[config.mk]
export PLATFORM = sky130hd
export DESIGN_NAME = multicycle_controller
export DESIGN_NICKNAME = d
export VERILOG_FILES = /design/src/rtl/def.sv /design/src/rtl/mc_pkg.sv /design/src/rtl/mc_instr_decoder.sv /design/src/rtl/multicycle_controller.sv
export SDC_FILE = /design/constraint.sdc
export NUM_CORES = 1
export LEC_CHECK = 0
export CAP_MARGIN = 25
export CELL_PAD_IN_SITES_DETAIL_PLACEMENT = 1
export CELL_PAD_IN_SITES_GLOBAL_PLACEMENT = 1
export CORE_MARGIN = 8
export CORE_UTILIZATION = 22
export CTS_CLUSTER_SIZE = 16
export DETAILED_ROUTE_END_ITERATION = 12
export GPL_ROUTABILITY_DRIVEN = 0
export PLACE_DENSITY = 0.79
export SETUP_SLACK_MARGIN = 0.02
export SYNTH_ARGS = -nofsm -noshare
export SYNTH_HDL_FRONTEND = slang
export SYNTH_SLANG_ARGS = --single-unit
[constraint.sdc]
create_clock -name clk -period 1.71 [get_ports clk]
set_input_delay 0.342 -clock clk [delete_from_list [all_inputs] [get_ports clk]]
set_output_delay 0.342 -clock clk [all_outputs]
set_load 0.01 [all_outputs]
[src/rtl/def.sv]
// ALU operation codes shared by the datapath and the controllers.
package def_pkg;
  localparam logic [3:0] ALU_OPCODE_ADD = 4'b0000;
  localparam logic [3:0] ALU_OPCODE_SUB = 4'b1000;
  localparam logic [3:0] ALU_OPCODE_SLT = 4'b0010;
  localparam logic [3:0] ALU_OPCODE_OR  = 4'b0110;
  localparam logic [3:0] ALU_OPCODE_AND = 4'b0111;
endpackage

[src/rtl/mc_pkg.sv]
// Shared types for the multi-cycle controller: states, mux selects, opcodes.
package mc_pkg;
  typedef enum logic [3:0] {
    FETCH, DECODE, MEMADR, MEMREAD, MEMWB, MEMWRITE, EXECR,
    EXECI, ALUWB, BRANCH, JAL, JALR1, JALR2, TRAP
  } state_t;

  localparam logic [1:0] SRCA_PC    = 2'b00;
  localparam logic [1:0] SRCA_OLDPC = 2'b01;
  localparam logic [1:0] SRCA_RS1   = 2'b10;

  localparam logic [1:0] SRCB_RS2  = 2'b00;
  localparam logic [1:0] SRCB_IMM  = 2'b01;
  localparam logic [1:0] SRCB_FOUR = 2'b10;

  localparam logic [1:0] RES_ALUOUT = 2'b00;
  localparam logic [1:0] RES_DATA   = 2'b01;
  localparam logic [1:0] RES_ALU    = 2'b10;

  localparam logic [2:0] IMM_I = 3'b000;
  localparam logic [2:0] IMM_S = 3'b001;
  localparam logic [2:0] IMM_B = 3'b010;
  localparam logic [2:0] IMM_U = 3'b011;
  localparam logic [2:0] IMM_J = 3'b100;

  localparam logic [6:0] OP_LOAD  = 7'b0000011;
  localparam logic [6:0] OP_STORE = 7'b0100011;
  localparam logic [6:0] OP_R     = 7'b0110011;
  localparam logic [6:0] OP_I     = 7'b0010011;
  localparam logic [6:0] OP_BR    = 7'b1100011;
  localparam logic [6:0] OP_JAL   = 7'b1101111;
  localparam logic [6:0] OP_JALR  = 7'b1100111;
  localparam logic [6:0] OP_AUIPC = 7'b0010111;
endpackage

[src/rtl/mc_instr_decoder.sv]
// Combinational IR decode: state after DECODE, immediate format,
// R-type ALU operation and a legality flag.
module mc_instr_decoder
  import mc_pkg::*;
  import def_pkg::*;
(
  input  logic [31:0] instr_i,
  output state_t      next_o,
  output logic [2:0]  imm_src_o,
  output logic [3:0]  alu_ctrl_o,
  output logic        legal_o
);
  logic [6:0] op;
  logic [2:0] f3;
  logic [6:0] f7;
  logic       unused_bits;

  assign op = instr_i[6:0];
  assign f3 = instr_i[14:12];
  assign f7 = instr_i[31:25];
  assign unused_bits = ^{instr_i[24:15], instr_i[11:7]};

  always_comb begin
    next_o     = TRAP;
    imm_src_o  = IMM_I;
    alu_ctrl_o = ALU_OPCODE_ADD;
    legal_o    = 1'b0;
    unique case (op)
      OP_LOAD: if (f3 == 3'b100) begin
        next_o  = MEMADR;
        legal_o = 1'b1;
      end
      OP_STORE: if (f3 == 3'b000) begin
        next_o    = MEMADR;
        imm_src_o = IMM_S;
        legal_o   = 1'b1;
      end
      OP_R: begin
        next_o  = EXECR;
        legal_o = 1'b1;
        unique case ({f7, f3})
          10'b0000000_000: alu_ctrl_o = ALU_OPCODE_ADD;
          10'b0100000_000: alu_ctrl_o = ALU_OPCODE_SUB;
          10'b0000000_111: alu_ctrl_o = ALU_OPCODE_AND;
          10'b0000000_110: alu_ctrl_o = ALU_OPCODE_OR;
          10'b0000000_010: alu_ctrl_o = ALU_OPCODE_SLT;
          default: begin
            next_o  = TRAP;
            legal_o = 1'b0;
          end
        endcase
      end
      OP_I: if (f3 == 3'b000) begin
        next_o  = EXECI;
        legal_o = 1'b1;
      end
      OP_BR: if (f3 == 3'b001) begin
        next_o    = BRANCH;
        imm_src_o = IMM_B;
        legal_o   = 1'b1;
      end
      OP_JAL: begin
        next_o    = JAL;
        imm_src_o = IMM_J;
        legal_o   = 1'b1;
      end
      OP_JALR: if (f3 == 3'b000) begin
        next_o  = JALR1;
        legal_o = 1'b1;
      end
      OP_AUIPC: begin
        next_o    = ALUWB;
        imm_src_o = IMM_U;
        legal_o   = 1'b1;
      end
      default: ;
    endcase
  end
endmodule

[src/rtl/multicycle_controller.sv]
// Sequencing FSM for the multi-cycle RV32I core; one ALU and one memory
// port are shared across the cycles of each instruction.
module multicycle_controller
  import mc_pkg::*;
  import def_pkg::*;
#(
  parameter bit RESET_TRAP_CLEAR = 1'b1
) (
  input  logic        clk,
  input  logic        rst,
  input  logic [31:0] Instr,
  input  logic        Zero,
  input  logic        mem_ready,
  output logic        MemReq,
  output logic        MemWrite,
  output logic        AdrSrc,
  output logic        IRWrite,
  output logic        PCWrite,
  output logic        RegWrite,
  output logic [1:0]  ALUSrcA,
  output logic [1:0]  ALUSrcB,
  output logic [3:0]  ALUctrl,
  output logic [2:0]  ImmSrc,
  output logic [1:0]  ResultSrc,
  output logic        instr_done,
  output logic        illegal
);
  state_t     state_q, state_d;
  state_t     dec_next;
  logic [2:0] dec_imm;
  logic [3:0] dec_alu;
  logic       dec_legal;

  mc_instr_decoder u_dec (
    .instr_i    (Instr),
    .next_o     (dec_next),
    .imm_src_o  (dec_imm),
    .alu_ctrl_o (dec_alu),
    .legal_o    (dec_legal)
  );

  always_ff @(posedge clk) begin
    if (rst)
      state_q <= (!RESET_TRAP_CLEAR && state_q == TRAP) ? TRAP : FETCH;
    else
      state_q <= state_d;
  end

  always_comb begin
    state_d    = state_q;
    MemReq     = 1'b0;
    MemWrite   = 1'b0;
    AdrSrc     = 1'b0;
    IRWrite    = 1'b0;
    PCWrite    = 1'b0;
    RegWrite   = 1'b0;
    ALUSrcA    = SRCA_PC;
    ALUSrcB    = SRCB_RS2;
    ALUctrl    = ALU_OPCODE_ADD;
    ImmSrc     = IMM_I;
    ResultSrc  = RES_ALUOUT;
    instr_done = 1'b0;
    illegal    = 1'b0;
    // Every strobe stays low in a reset cycle, even mid-access.
    if (!rst) begin
      unique case (state_q)
        FETCH: begin
          MemReq    = 1'b1;
          ALUSrcB   = SRCB_FOUR;
          ResultSrc = RES_ALU;
          if (mem_ready) begin
            IRWrite = 1'b1;
            PCWrite = 1'b1;
            state_d = DECODE;
          end
        end
        DECODE: begin
          ALUSrcA = SRCA_OLDPC;
          ALUSrcB = SRCB_IMM;
          ImmSrc  = dec_imm;
          state_d = dec_legal ? dec_next : TRAP;
        end
        MEMADR: begin
          ALUSrcA = SRCA_RS1;
          ALUSrcB = SRCB_IMM;
          ImmSrc  = dec_imm;
          state_d = Instr[5] ? MEMWRITE : MEMREAD;
        end
        MEMREAD: begin
          MemReq = 1'b1;
          AdrSrc = 1'b1;
          if (mem_ready) state_d = MEMWB;
        end
        MEMWB: begin
          ResultSrc  = RES_DATA;
          RegWrite   = 1'b1;
          instr_done = 1'b1;
          state_d    = FETCH;
        end
        MEMWRITE: begin
          MemReq   = 1'b1;
          MemWrite = 1'b1;
          AdrSrc   = 1'b1;
          if (mem_ready) begin
            instr_done = 1'b1;
            state_d    = FETCH;
          end
        end
        EXECR: begin
          ALUSrcA = SRCA_RS1;
          ALUctrl = dec_alu;
          state_d = ALUWB;
        end
        EXECI: begin
          ALUSrcA = SRCA_RS1;
          ALUSrcB = SRCB_IMM;
          state_d = ALUWB;
        end
        ALUWB: begin
          RegWrite   = 1'b1;
          instr_done = 1'b1;
          state_d    = FETCH;
        end
        BRANCH: begin
          ALUSrcA    = SRCA_RS1;
          ALUctrl    = ALU_OPCODE_SUB;
          PCWrite    = ~Zero;
          instr_done = 1'b1;
          state_d    = FETCH;
        end
        JAL: begin
          ALUSrcA = SRCA_OLDPC;
          ALUSrcB = SRCB_FOUR;
          PCWrite = 1'b1;
          state_d = ALUWB;
        end
        JALR1: begin
          ALUSrcA = SRCA_RS1;
          ALUSrcB = SRCB_IMM;
          ImmSrc  = dec_imm;
          state_d = JALR2;
        end
        JALR2: begin
          ALUSrcA = SRCA_OLDPC;
          ALUSrcB = SRCB_FOUR;
          PCWrite = 1'b1;
          state_d = ALUWB;
        end
        TRAP: illegal = 1'b1;
        default: state_d = FETCH;
      endcase
    end
  end
endmodule

==> flow_metrics.env <==
export IMPL_required_ps=1370
export IMPL_finalSetupTns_ps=-4140
export IMPL_die_w_um=81.7
export IMPL_p_switching_uw=562
export IMPL_maxCapViolations=0
export IMPL_r2r_setup_slack_ps=-10
export IMPL_finalCriticalPeriod_ps=2140
export IMPL_clockBufferDepth=2
export IMPL_crit_chain="buf_6, or4_4, nor3_2, and4_1, and3b_2, and3_4, buf_6"
export IMPL_cts_buffers=3
export IMPL_avgSynthCellArea_um2=6.21
export IMPL_whs_ps=653
export IMPL_worst_slew_pin_transition_ps=599
export IMPL_yosys_top_cells_count="nor2_1, a21oi_1, nand2_1, nor3_1"
export IMPL_crit_type="in2out"
export IMPL_ys_seq_area_share_pct=8.43
export IMPL_fin_util_pct=58.1
export IMPL_clk_pin_slew_ps=30
export IMPL_fmax_mhz=467
export IMPL_power_density_nw_per_um2=555
export IMPL_crit_path_start_kind="input port"
export IMPL_syn2layout_area_growth_pct=161
export IMPL_dieArea_um2=6670
export IMPL_hold_path_class="in2reg"
export IMPL_cpLargestDelayFamily="simple AND/OR/NAND/NOR gates"
export IMPL_io_pins=57
export IMPL_seqPwrFrac_pct=9.7
export IMPL_cts_max_level=1
export IMPL_grt_setup_unrepaired="true"
export IMPL_fin_cells=316
export IMPL_drive_gt1_share_pct=72.7
export IMPL_synth_edf_count=0
export IMPL_clock_sinks=4
export IMPL_syn_inst=153
export IMPL_crit_path_max_incr_delay_ps=540
export IMPL_synthTopCellsByArea="dfxtp_1, a21oi_1, nor3_1, nor2_1, nand2_1"
export IMPL_setup_viol=21
export IMPL_cts_hold_fix_buffers=0
export IMPL_max_slew_margin_rel_pct=59.5
export IMPL_core_area_um2=4260
export IMPL_synth_seq_cells=4
export IMPL_grt_pass1_wl_um=9410
export IMPL_fin_nets=302
export IMPL_leakage_nw=1.10
export IMPL_cts_root_buf="clkbuf_8"
export IMPL_synthArstFlopShare_pct=0
export IMPL_postLayoutCellArea_um2=2480
export IMPL_synth_top_cell_area_share_pct=8.43
export IMPL_remaining_drc_errors=0
export IMPL_grt_use_total_pct=18.0
export IMPL_outcome="finished, violations left"
export IMPL_synth_area_um2=950
export IMPL_largest_reg_flops=4
export IMPL_p_sw_share_pct=40.8
export IMPL_ys_types=47
export IMPL_ant_nets=0
export IMPL_start_util_pct=22.3
export IMPL_largest_register="state_q"
export IMPL_irDropWorstVdd_v=0.000171
export IMPL_hold_viol_final=0
export IMPL_cpMostUsedCell="buf_6"
export IMPL_insertion_delay_ps=220
export IMPL_io_buffers=41
export IMPL_crit_arrival_ps=1800
export IMPL_critPathBufInv=2
export IMPL_wl_per_cell_um=20.2
export IMPL_postPlaceCellArea_um2=1760
export IMPL_slew_viol_final=0
export IMPL_antenna_found_initial=0
export IMPL_reg_largest_list="state_q (4)"
export IMPL_ys_flop_type="dfxtp_1"
export IMPL_diodes=0
export IMPL_grt_overflow=0
export IMPL_n_fill_cell=506
export IMPL_cp_end_kind="primary output"
export IMPL_finalPower_mw=1.38
export IMPL_worst_path_max_fanout=3
export IMPL_grt_max_degree=16
export IMPL_cts_tree="done"
export IMPL_drtPass1Iterations=4
export IMPL_final_setup_skew_ps=0.433
export IMPL_synth_most_common_cell="nor2_1"
export IMPL_crit_slowest_cell="or4_4"
export IMPL_final_setup_worst_slack_ps=-432
export IMPL_dp_slack_ps=-1190
export IMPL_dp_cells=279
export IMPL_wl_um=6390
export IMPL_grt_pass1_vias=1906
export IMPL_comb_power_share_pct=76.0
export IMPL_routed_via_count=1688
export IMPL_yosysWarningCount=0
export IMPL_syn_num_nets=189
export IMPL_fin_crit_sh_pct=125
export IMPL_dp_final_hpwl_um=3390
export IMPL_violations="negative setup slack"
export IMPL_die_y_um=81.7
export IMPL_synth_top_area_cell="dfxtp_1"
export IMPL_p_int_uw=814
export IMPL_vias_per_cell=5.34
export IMPL_fp_row_count=24
export IMPL_p_clk_share_pct=14.3
export IMPL_drtIter0Drc=72
-- timing repair --
item,4_1_cts,5_1_grt
pin swaps,34,27
cloned,1,0
setup endpoints to repair,25,25
gates resized for setup,205,57
setup buffers,34,6
-- cells by family after synthesis --
logic type | count (synthesis) | synth area share [%]
XOR/XNOR | 4 | 3.69
buffers and inverters | 17 | 7.25
AO/OA/AOI/OAI | 39 | 26.1
multiplexers | 2 | 2.24
AND/OR/NAND/NOR | 87 | 52.3
flip-flops | 4 | 8.43
-- power by group through the flow --
| stage | clock (mW) | combinational, mW | sequential [mW] |
|---|---|---|---|
| after detailed placement | 0 | 0.617 | 0.125 |
| after CTS | 0.200 | 0.864 | 0.133 |
| after global routing | 0.211 | 1.10 | 0.134 |
| final | 0.197 | 1.05 | 0.133 |
| after floorplan | 0 | 0.310 | 0.119 |
| after global placement | 0 | 0.601 | 0.125 |
-- worst reg2reg max path, cell delays in order (launching register included) --
cell	delay, ps
dfxtp_2	310
buf_6	120
buf_12	130
or3_4	410
buf_6	130
buf_6	110
or2_4	240
nor2_2	100
a211o_1	100
-- cells in the final DEF, fill, tap and decap left out, types with 2 or more instances in the layout --
cell type        count
buf_8                2
clkbuf_8             3
clkdlybuf4s50_1      4
o21ai_1              2
nand2b_1             2
nor2b_4              3
nand2b_4             3
nor2_4               3
inv_1                2
a21oi_2              7
o21a_1               2
o2111ai_2            2
nor3_4               4
dfxtp_4              3
buf_2               22
buf_6               26
nor2_2               4
nand2_2              3
nor3_1               2
or4_4                2
nor2b_1              3
buf_12               3
a21oi_1              7
buf_4               59
a211oi_2             4
o21ai_0              4
nor3_2               7
or3_4                3
xor2_4               2
dlygate4sd2_1        5
nand3b_1             3
nor2_1               9
nor3b_2              3
nand2_1              9
and2_1               3
-- area by class of cell --
cell class	instances	area, um^2	share of cell area [%]
clock buffers	3	41.3	1.67
well taps	52	65.1	2.63
flip-flops and latches	4	92.6	3.74
repair buffers	122	1030	41.6
inverters	3	11.3	0.455
multi-input cells	132	1240	49.9
-- worst paths after layout --
check,from,end,depth (start not counted)
setup / recovery,Instr[31],ALUctrl[0],7
hold / removal,rst,state_q[2],4
setup reg to reg,state_q[2],state_q[0],8
hold reg to reg,state_q[0],state_q[1],5
-- per-layer routing --
layer / up-vias / track usage [%] / wire length, um
met3: 22 / 2.08 / 232
met5: - / 0 / 0
met4: 0 / 9.82 / 272
met2: 56 / 35.8 / 3540
li1: 781 / - / -
met1: 829 / 17.6 / 2350
Note: power is estimated with default switching activity, not from simulation.
